File: src/rtl/metronome_arm_sequencer.sv
// Metronome arm sequencer: ping-pong sweeps a synchronous arm ROM, one frame
// per period, and presents each fetched frame with a valid pulse plus a beat
// pulse on every sweep reversal.
module metronome_arm_sequencer #(
    parameter int unsigned DATA_WIDTH = 19,
    parameter int unsigned ADDR_WIDTH = 7
) (
    input  logic                  clk,
    input  logic                  resetn,
    input  logic                  enable,
    input  logic                  restart,
    input  logic [23:0]           period,
    output logic [ADDR_WIDTH-1:0] rom_addr,
    input  logic [DATA_WIDTH-1:0] rom_q,
    output logic [DATA_WIDTH-1:0] arm_data,
    output logic                  arm_valid,
    output logic                  beat,
    output logic                  direction
);

    localparam int unsigned              PERIOD_WIDTH = 24;
    localparam logic [ADDR_WIDTH-1:0]    ADDR_ONE     = ADDR_WIDTH'(1);
    localparam logic [ADDR_WIDTH-1:0]    ADDR_LAST    = '1;
    localparam logic [PERIOD_WIDTH-1:0]  CNT_ONE      = PERIOD_WIDTH'(1);

    typedef enum logic [1:0] {
        IDLE   = 2'd0,
        FETCH1 = 2'd1,
        FETCH2 = 2'd2,
        WAIT   = 2'd3
    } state_t;

    state_t                  state_q;
    logic [ADDR_WIDTH-1:0]   rom_addr_q;
    logic                    dir_q;
    logic [DATA_WIDTH-1:0]   arm_data_q;
    logic                    arm_valid_q;
    logic                    beat_q;
    logic [PERIOD_WIDTH-1:0] cnt_q;

    logic [PERIOD_WIDTH-1:0] cnt_load_d;
    logic [ADDR_WIDTH-1:0]   step_addr_d;
    logic                    step_dir_d;
    logic                    step_beat_d;

    assign rom_addr  = rom_addr_q;
    assign direction = dir_q;
    assign arm_data  = arm_data_q;
    assign arm_valid = arm_valid_q;
    assign beat      = beat_q;

    // Wait-counter reload value: a period of 0 behaves as 1.
    always_comb begin
        cnt_load_d = '0;
        if (period != '0) begin
            cnt_load_d = period - CNT_ONE;
        end
    end

    // Ping-pong step: endpoints turn around without wrapping and flag a beat.
    always_comb begin
        step_addr_d = rom_addr_q + ADDR_ONE;
        step_dir_d  = dir_q;
        step_beat_d = 1'b0;
        if (!dir_q) begin
            if (rom_addr_q == ADDR_LAST) begin
                step_addr_d = ADDR_LAST - ADDR_ONE;
                step_dir_d  = 1'b1;
                step_beat_d = 1'b1;
            end
        end else begin
            if (rom_addr_q == '0) begin
                step_addr_d = ADDR_ONE;
                step_dir_d  = 1'b0;
                step_beat_d = 1'b1;
            end else begin
                step_addr_d = rom_addr_q - ADDR_ONE;
            end
        end
    end

    // Sequencer FSM with registered outputs; restart overrides every state.
    always_ff @(posedge clk or negedge resetn) begin
        if (!resetn) begin
            state_q     <= IDLE;
            rom_addr_q  <= '0;
            dir_q       <= 1'b0;
            arm_data_q  <= '0;
            arm_valid_q <= 1'b0;
            beat_q      <= 1'b0;
            cnt_q       <= '0;
        end else begin
            arm_valid_q <= 1'b0;
            beat_q      <= 1'b0;
            if (restart) begin
                rom_addr_q <= '0;
                dir_q      <= 1'b0;
                state_q    <= FETCH1;
            end else begin
                case (state_q)
                    IDLE: begin
                        if (enable) begin
                            state_q <= FETCH1;
                        end
                    end
                    FETCH1: begin
                        state_q <= FETCH2;
                    end
                    FETCH2: begin
                        arm_data_q  <= rom_q;
                        arm_valid_q <= 1'b1;
                        cnt_q       <= cnt_load_d;
                        state_q     <= enable ? WAIT : IDLE;
                    end
                    WAIT: begin
                        if (!enable) begin
                            state_q <= IDLE;
                        end else if (cnt_q == '0) begin
                            rom_addr_q <= step_addr_d;
                            dir_q      <= step_dir_d;
                            beat_q     <= step_beat_d;
                            state_q    <= FETCH1;
                        end else begin
                            cnt_q <= cnt_q - CNT_ONE;
                        end
                    end
                    default: begin
                        state_q <= IDLE;
                    end
                endcase
            end
        end
    end

endmodule

File: config.mk
export PLATFORM = sky130hd
export DESIGN_NAME = metronome_arm_sequencer
export DESIGN_NICKNAME = d
export VERILOG_FILES = /design/src/rtl/metronome_arm_sequencer.sv
export SDC_FILE = /design/constraint.sdc
export NUM_CORES = 1
export LEC_CHECK = 0
export CAP_MARGIN = 25
export CORE_MARGIN = 10
export CORE_UTILIZATION = 43
export CTS_CLUSTER_DIAMETER = 200
export DETAILED_ROUTE_END_ITERATION = 6
export PLACE_DENSITY = 0.76
export SYNTH_ARGS = -nofsm -noshare
export SYNTH_HDL_FRONTEND = slang
export SYNTH_SLANG_ARGS = --single-unit
File: constraint.sdc
create_clock -name clk -period 2.6 [get_ports clk]
set_clock_uncertainty 0.15 [all_clocks]
set_input_delay 0.52 -clock clk [delete_from_list [all_inputs] [get_ports clk]]
set_output_delay 0.52 -clock clk [all_outputs]
set_load 0.05 [all_outputs]
==> results.py, run 1 <==
metrics = {
    "status": {
        "outcome": "finished, final reports clean",
    },
    "floorplanning": {
        "io_pins": 76,
        "die-height_um": 112.9,
        "die-area_um2": 12740,
        "rows": 33,
        "core_um2": 8299,
        "initial_core_util_pct": 44.70,
        "dieWidth_um": 112.9,
    },
    "setup_path": {
        "cp-start-kind": "flop",
        "crit_chain": "clkdlybuf4s50_1",
        "path_buf_inv": 1,
        "rrSetupSlack_ns": 0.14,
        "reg2reg_to": "cnt_q[18]",
        "critPathKind": "reg2out",
        "r2r_start": "cnt_q[1]",
        "cp.required_ns": 1.93,
        "cp_data_arrival_time_ns": 1.81,
        "rr_worst_depth": 8,
        "cp_max_fo": 13,
        "max_stage_delay_ns": 0.89,
        "cpLargestDelayFamily": "buffers and inverters",
        "worst_path_max_delay_cell": "clkdlybuf4s50_1",
        "worstSetupEndpointType": "primary output",
    },
    "clock_network": {
        "cts_tree": "built",
        "h-tree-depth": 2,
        "cts_root_buffer": "clkbuf_8",
        "hold_buffers": 0,
        "clockBufferDepth": 2,
        "insertion_delay_ns": 0.33,
        "clk_pin_slew_ns": 0.12,
        "numCtsBuffers": 5,
        "cts.sinks": 55,
    },
    "place": {
        "dpl_worst_slack_ns": -0.2507,
        "portBuffers": 75,
        "post-dp-hpwl_um": 9187,
        "place_area_um2": 5074,
        "gp_congestion": 0.9827,
    },
    "yosys": {
        "synth_common_cells": "nand2_1, dfrtp_1, a21oi_1, nor2_1",
        "synth_edf_count": 0,
        "ys_ff_latch": 55,
        "synthCells": 449,
        "yosysTopAreaCell": "dfrtp_1",
        "synth_simple_gate_area_share_pct": 30.46,
        "synth_xor_area_share_pct": 3.541,
        "ys_types": 66,
        "yosysWarnings": 0,
        "synthMuxAreaShare_pct": 1.113,
        "synth_fa_ha_area_share_pct": 2.024,
        "synth_top_cell_area_share_pct": 37.10,
        "synth_top_family_by_area": "simple AND/OR/NAND/NOR gates",
        "ys_top_cells_by_area": "dfrtp_1, nand2_1, a21oi_1",
        "synth_compound_area_share_pct": 21.25,
        "syn_nets": 502,
        "async_reset_ff_share_pct": 100.0,
        "avgSynthCellArea_um2": 8.262,
        "synthFlopType": "dfrtp_1",
        "yosysMostFrequentCell": "nand2_1",
        "synth_seq_area_share_pct": 37.10,
        "syn_area_um2": 3710,
    },
    "worst_hold_path": {
        "hp-class": "in2async",
    },
    "power": {
        "power_frac_clock_pct": 16.8,
        "ir_worst_vdd_uv": 315.4,
        "p_per_area_nw_per_um2": 600.7,
        "p_leak_nw": 2.181,
        "sw_frac_of_total_pct": 42.08,
        "combPwrFrac_pct": 43.6,
        "power_mw": 3.112,
        "switchingPower_mw": 1.310,
        "power_frac_seq_pct": 39.6,
        "p_int_mw": 1.803,
    },
    "timing": {
        "tightest_slew_ns": 0.8817,
        "slew_headroom_pct": 41.08,
        "setup-violations-final": 0,
        "drv_slew": 0,
        "fin_crit_ns": 2.481,
        "hold_viol_final": 0,
        "rsz0062_at_grt": "no",
        "fmax_ghz": 0.4031,
        "finalCritPeriodShare_pct": 95.42,
        "layout_setup_ws_ns": 0.1190,
    },
    "layout": {
        "n_fill_cell": 702,
        "n_antenna_cell": 0,
        "drive_gt1_share_pct": 17.26,
        "multi_input_area_um2": 2177,
        "final_area_um2": 5181,
        "area_growth_pct": 39.66,
        "utilization_pct": 62.43,
        "seq_area_um2": 1376,
        "nNetsFinal": 637,
    },
    "drt": {
        "wl_per_cell_um": 16.96,
        "drtAntennaViolNets": 0,
        "viasPerCell": 5.929,
        "drt-initial-drc-count": 282,
        "drc": 0,
        "wirelength_um": 11700,
        "dr.pass1.iters": 5,
        "num_vias": 4091,
    },
    "global_route": {
        "busiest_layer": "met2",
        "grt_max_degree": 33,
        "antenna_found_initial": 0,
        "met1_usage_pct": 22.28,
        "gr-usage-met3_pct": 4.702,
        "first_global_vias": 4056,
        "overflow": 0,
        "grt_use_total_pct": 17.76,
        "met2_usage_pct": 28.65,
        "grt_pass1_wl_um": 19620,
    },
    "job": {
        "drv_cap": 0,
    },
}
-- how the worst max path moves through the flow --
stage                          from         to  slack [ns]  cells past startpoint
after floorplan           period[0]  cnt_q[18]        0.21                      7
after global placement    period[0]   cnt_q[1]       -0.20                      8
after detailed placement  period[0]   cnt_q[1]       -0.25                      8
after CTS                 period[0]   cnt_q[1]        0.09                      8
after global routing       cnt_q[1]  cnt_q[18]       0.004                      8
final                     direction  direction        0.12                      1
-- power by group through the flow --
| stage | Sequential (mW) | Clock, mW | Combinational [mW] |
|---|---|---|---|
| 4_1_cts | 1.23 | 0.528 | 1.36 |
| 6_report | 1.23 | 0.523 | 1.36 |
| 3_5_place_dp | 1.24 | 0 | 1.35 |
| 5_1_grt | 1.26 | 0.550 | 1.46 |
| 3_3_place_gp | 1.23 | 0 | 1.32 |
| 2_1_floorplan | 1.51 | 0 | 0.504 |
-- kinds of logic after synthesis --
| kind of cell | count (synthesis) |
|---|---|
| adders and majority gates | 6 |
| AOI/OAI and AO/OA | 117 |
| xor gates and xnor gates | 15 |
| DFF | 55 |
| muxes | 4 |
| and+or+nand+nor | 210 |
| buffers and inverters | 42 |
-- through the flow --
| step | cells | hold WS (ns) | TNS, ns |
|---|---|---|---|
| 3_5_place_dp | 682 | 0.3117 | -3.778 |
| 6_report | 690 | 0.03968 | 0 |
| 5_1_grt | 690 | 0.09399 | 0 |
| 3_3_place_gp | 682 | 0.3086 | -2.592 |
| 2_1_floorplan | 449 | 0.07441 | 0 |
| 4_1_cts | 690 | 0.06058 | 0 |
-- registers in the layout (all words and copies together) (netlist names) --
name	count
arm_valid	1
beat	1
direction	1
arm_data	19
rom_addr	7
state_q	2
cnt_q	24
-- per-layer routing --
| layer | vias up | routed length, um |
|---|---|---|
| li1 | 1964 | - |
| met1 | 1906 | 5028 |
| met2 | 192 | 5439 |
| met3 | 29 | 962 |
| met4 | 0 | 274 |
| met5 | - | 0 |
-- cell usage in the layout, fill, tap and decap left out, types with 12 or more instances in the layout --
| master | n |
|---|---|
| nand2_1 | 75 |
| buf_4 | 75 |
| clkdlybuf4s50_1 | 74 |
| dfrtp_1 | 55 |
| nor2_1 | 27 |
| a21oi_1 | 27 |
| inv_1 | 19 |
| nor4_1 | 19 |
| nor3_1 | 19 |
| o21ai_0 | 12 |
-- layout make-up --
class                           count  share of cell area [%]
Multi-Input combinational cell    352                   42.02
Sequential cell                    55                   26.56
Timing Repair Buffer              151                   25.65
Tap cell                          105                   2.536
Inverter                           19                   1.376
Clock buffer                        5                   1.328
Clock inverter                      3                  0.5313
-- repair_timing --
action / in CTS / in global routing
gates resized for setup: 0 / 3
endpoints found under the setup margin: 0 / 8
setup buffers: 0 / 0
(Power assumes the default switching activity.)
==> run 2, diff against run 1 <==
Settings changed: CAP_MARGIN 25 to unset, CORE_MARGIN 10 to unset, CTS_CLUSTER_DIAMETER 200 to 50.
==> run 2 against run 1 <==
  * Total power shrank 0.90%
  * Setup slack lost 0.031 ns
  * Worst hold slack gained 0.028 ns
  * Cell count shrank 0.58%
  * Critical path type is now in2reg
  * Largest power group unchanged
  * First-iteration DRC count grew 44%
  * Global-route usage grew 7.3 points
  * Register-to-register slack gained 0.02 ns
==> results.py, run 2 (synthesized netlist as in run 1, its figures left out) <==
metrics = {
    "status": {
        "outcome": "finished, final reports clean",
    },
    "clock_network": {
        "h-tree-depth": 2,
        "cts.sinks": 55,
        "hold_buffers": 0,
        "numCtsBuffers": 5,
        "clk_pin_slew_ns": 0.10,
        "cts_setup_buffers": 0,
        "cts_tree": "built",
        "cts_root_buffer": "clkbuf_8",
        "clockBufferDepth": 2,
        "insertion_delay_ns": 0.32,
    },
    "timing": {
        "tns_ns": 0,
        "fin_crit_ns": 2.512,
        "setup-violations-final": 0,
        "tightest_slew_ns": 0.7566,
        "drv_slew": 0,
        "hold_viol_final": 0,
        "slew_headroom_pct": 49.44,
        "fmax_ghz": 0.3981,
        "finalCritPeriodShare_pct": 96.61,
    },
    "floorplanning": {
        "initial_core_util_pct": 44.70,
        "io_pins": 76,
        "core_um2": 8299,
        "dieWidth_um": 94.89,
        "rows": 33,
        "die-height_um": 94.89,
        "die-area_um2": 9003,
    },
    "layout": {
        "nNetsFinal": 633,
        "drive_gt1_share_pct": 17.38,
        "utilization_pct": 62.07,
        "top_register": "cnt_q",
        "largest_reg_flops": 24,
        "n_fill_cell": 702,
        "layout_commonest_cell": "nand2_1",
        "layout_common_cells": "nand2_1, clkdlybuf4s50_1, buf_4",
        "multi_input_area_um2": 2182,
        "seq_area_um2": 1376,
        "area_growth_pct": 38.85,
        "n_antenna_cell": 0,
    },
    "drt": {
        "wirelength_um": 10820,
        "wl_per_cell_um": 15.78,
        "drtAntennaViolNets": 0,
        "viasPerCell": 5.897,
        "dr.pass1.iters": 5,
        "num_vias": 4045,
        "drt-initial-drc-count": 406,
        "drc": 0,
    },
    "place": {
        "portBuffers": 75,
        "gp_congestion": 0.9376,
        "post-dp-hpwl_um": 8120,
    },
    "setup_path": {
        "cp.required_ns": 2.65,
        "rr_worst_depth": 8,
        "cp_data_arrival_time_ns": 2.56,
        "worstSetupEndpointType": "flop",
        "cp_max_fo": 5,
        "cp-start-kind": "input pin",
        "reg2reg_to": "cnt_q[20]",
        "rrSetupSlack_ns": 0.16,
        "critPathKind": "in2reg",
        "r2r_start": "cnt_q[0]",
    },
    "power": {
        "p_leak_nw": 2.160,
        "ir_worst_vdd_uv": 293.4,
        "p_per_area_nw_per_um2": 598.8,
    },
    "global_route": {
        "antenna_found_initial": 0,
        "overflow": 0,
        "grt_pass1_wl_um": 17600,
        "grt_use_total_pct": 25.04,
        "first_global_vias": 3773,
        "grt_max_degree": 29,
    },
    "worst_hold_path": {
        "hp-class": "in2async",
    },
    "job": {
        "drv_cap": 0,
    },
}
-- run 2: cell count changes in the layout (fill, tap and decap cells not counted), sizes merged --
cell / delta
clkinv: -1
inv: -1
clkbuf: +2
buf: -4
-- run 2: through the flow --
stage          cells  hold WS [ns]  worst slack, ns  power (mW)  cell area (um^2)
2_1_floorplan    449       0.07441           0.2141       2.018              3710
6_report         686       0.06755          0.08816       3.085              5151
3_3_place_gp     678        0.3072          -0.1606       2.515              5031
5_1_grt          686        0.1204         -0.01342       3.256              5151
3_5_place_dp     678        0.3115          -0.2345       2.547              5031
4_1_cts          686       0.08865          0.08772       3.077              5135
-- run 2: worst max path at each step --
| stage | cells after the start | from | end | slack [ns] |
|---|---|---|---|---|
| 5_1_grt | 8 | period[0] | cnt_q[1] | -0.01 |
| 4_1_cts | 8 | period[0] | cnt_q[1] | 0.09 |
| 2_1_floorplan | 7 | period[0] | cnt_q[18] | 0.21 |
| 6_report | 8 | period[0] | cnt_q[1] | 0.09 |
| 3_3_place_gp | 8 | period[0] | cnt_q[1] | -0.16 |
| 3_5_place_dp | 8 | period[0] | cnt_q[1] | -0.23 |
-- run 2: layout make-up --
cell class / instances / share of cell area [%]
multi-input combinational: 352 / 42.36
sequential: 55 / 26.72
timing repair buffer: 147 / 24.97
tap: 105 / 2.550
clock buffer: 7 / 1.870
inverter: 19 / 1.385
clock inverter: 1 / 0.1457
-- run 2: per-layer routing --
metal	vias to the layer above	wire, um	global-route usage [%]
li1	1941	-	-
met1	1876	4735	32.23
met2	204	4960	41.43
met3	24	874	4.911
met4	0	252	9.343
met5	-	0	0
-- run 2: worst max-delay path, cell delays in order --
cell and delay (ns):
clkdlybuf4s50_1 0.44, inv_2 0.08, ha_1 0.14, or4b_4 0.48, nor3_4 0.26, a21o_1 0.23, o22ai_1 0.10, mux2_1 0.32
-- run 2: timing repair --
action / in CTS / in global routing
endpoints found under the setup margin: 0 / 15
gates resized for setup: 0 / 6
hold endpoints to repair: 0 / 0
-- run 2: power by group --
part / total [mW] / internal, mW / switching [mW] / leakage [nW]
combinational: 1.31 / 0.528 / 0.779 / 1.41
clock: 0.536 / 0.243 / 0.293 / 0.0505
sequential: 1.24 / 1.06 / 0.183 / 0.700
==> run 3, diff against run 2 <==
Settings changed: CAP_MARGIN set to 20.
==> results of run 3 <==
No change in the layout: final DEF, timing and power equal those of run 2.
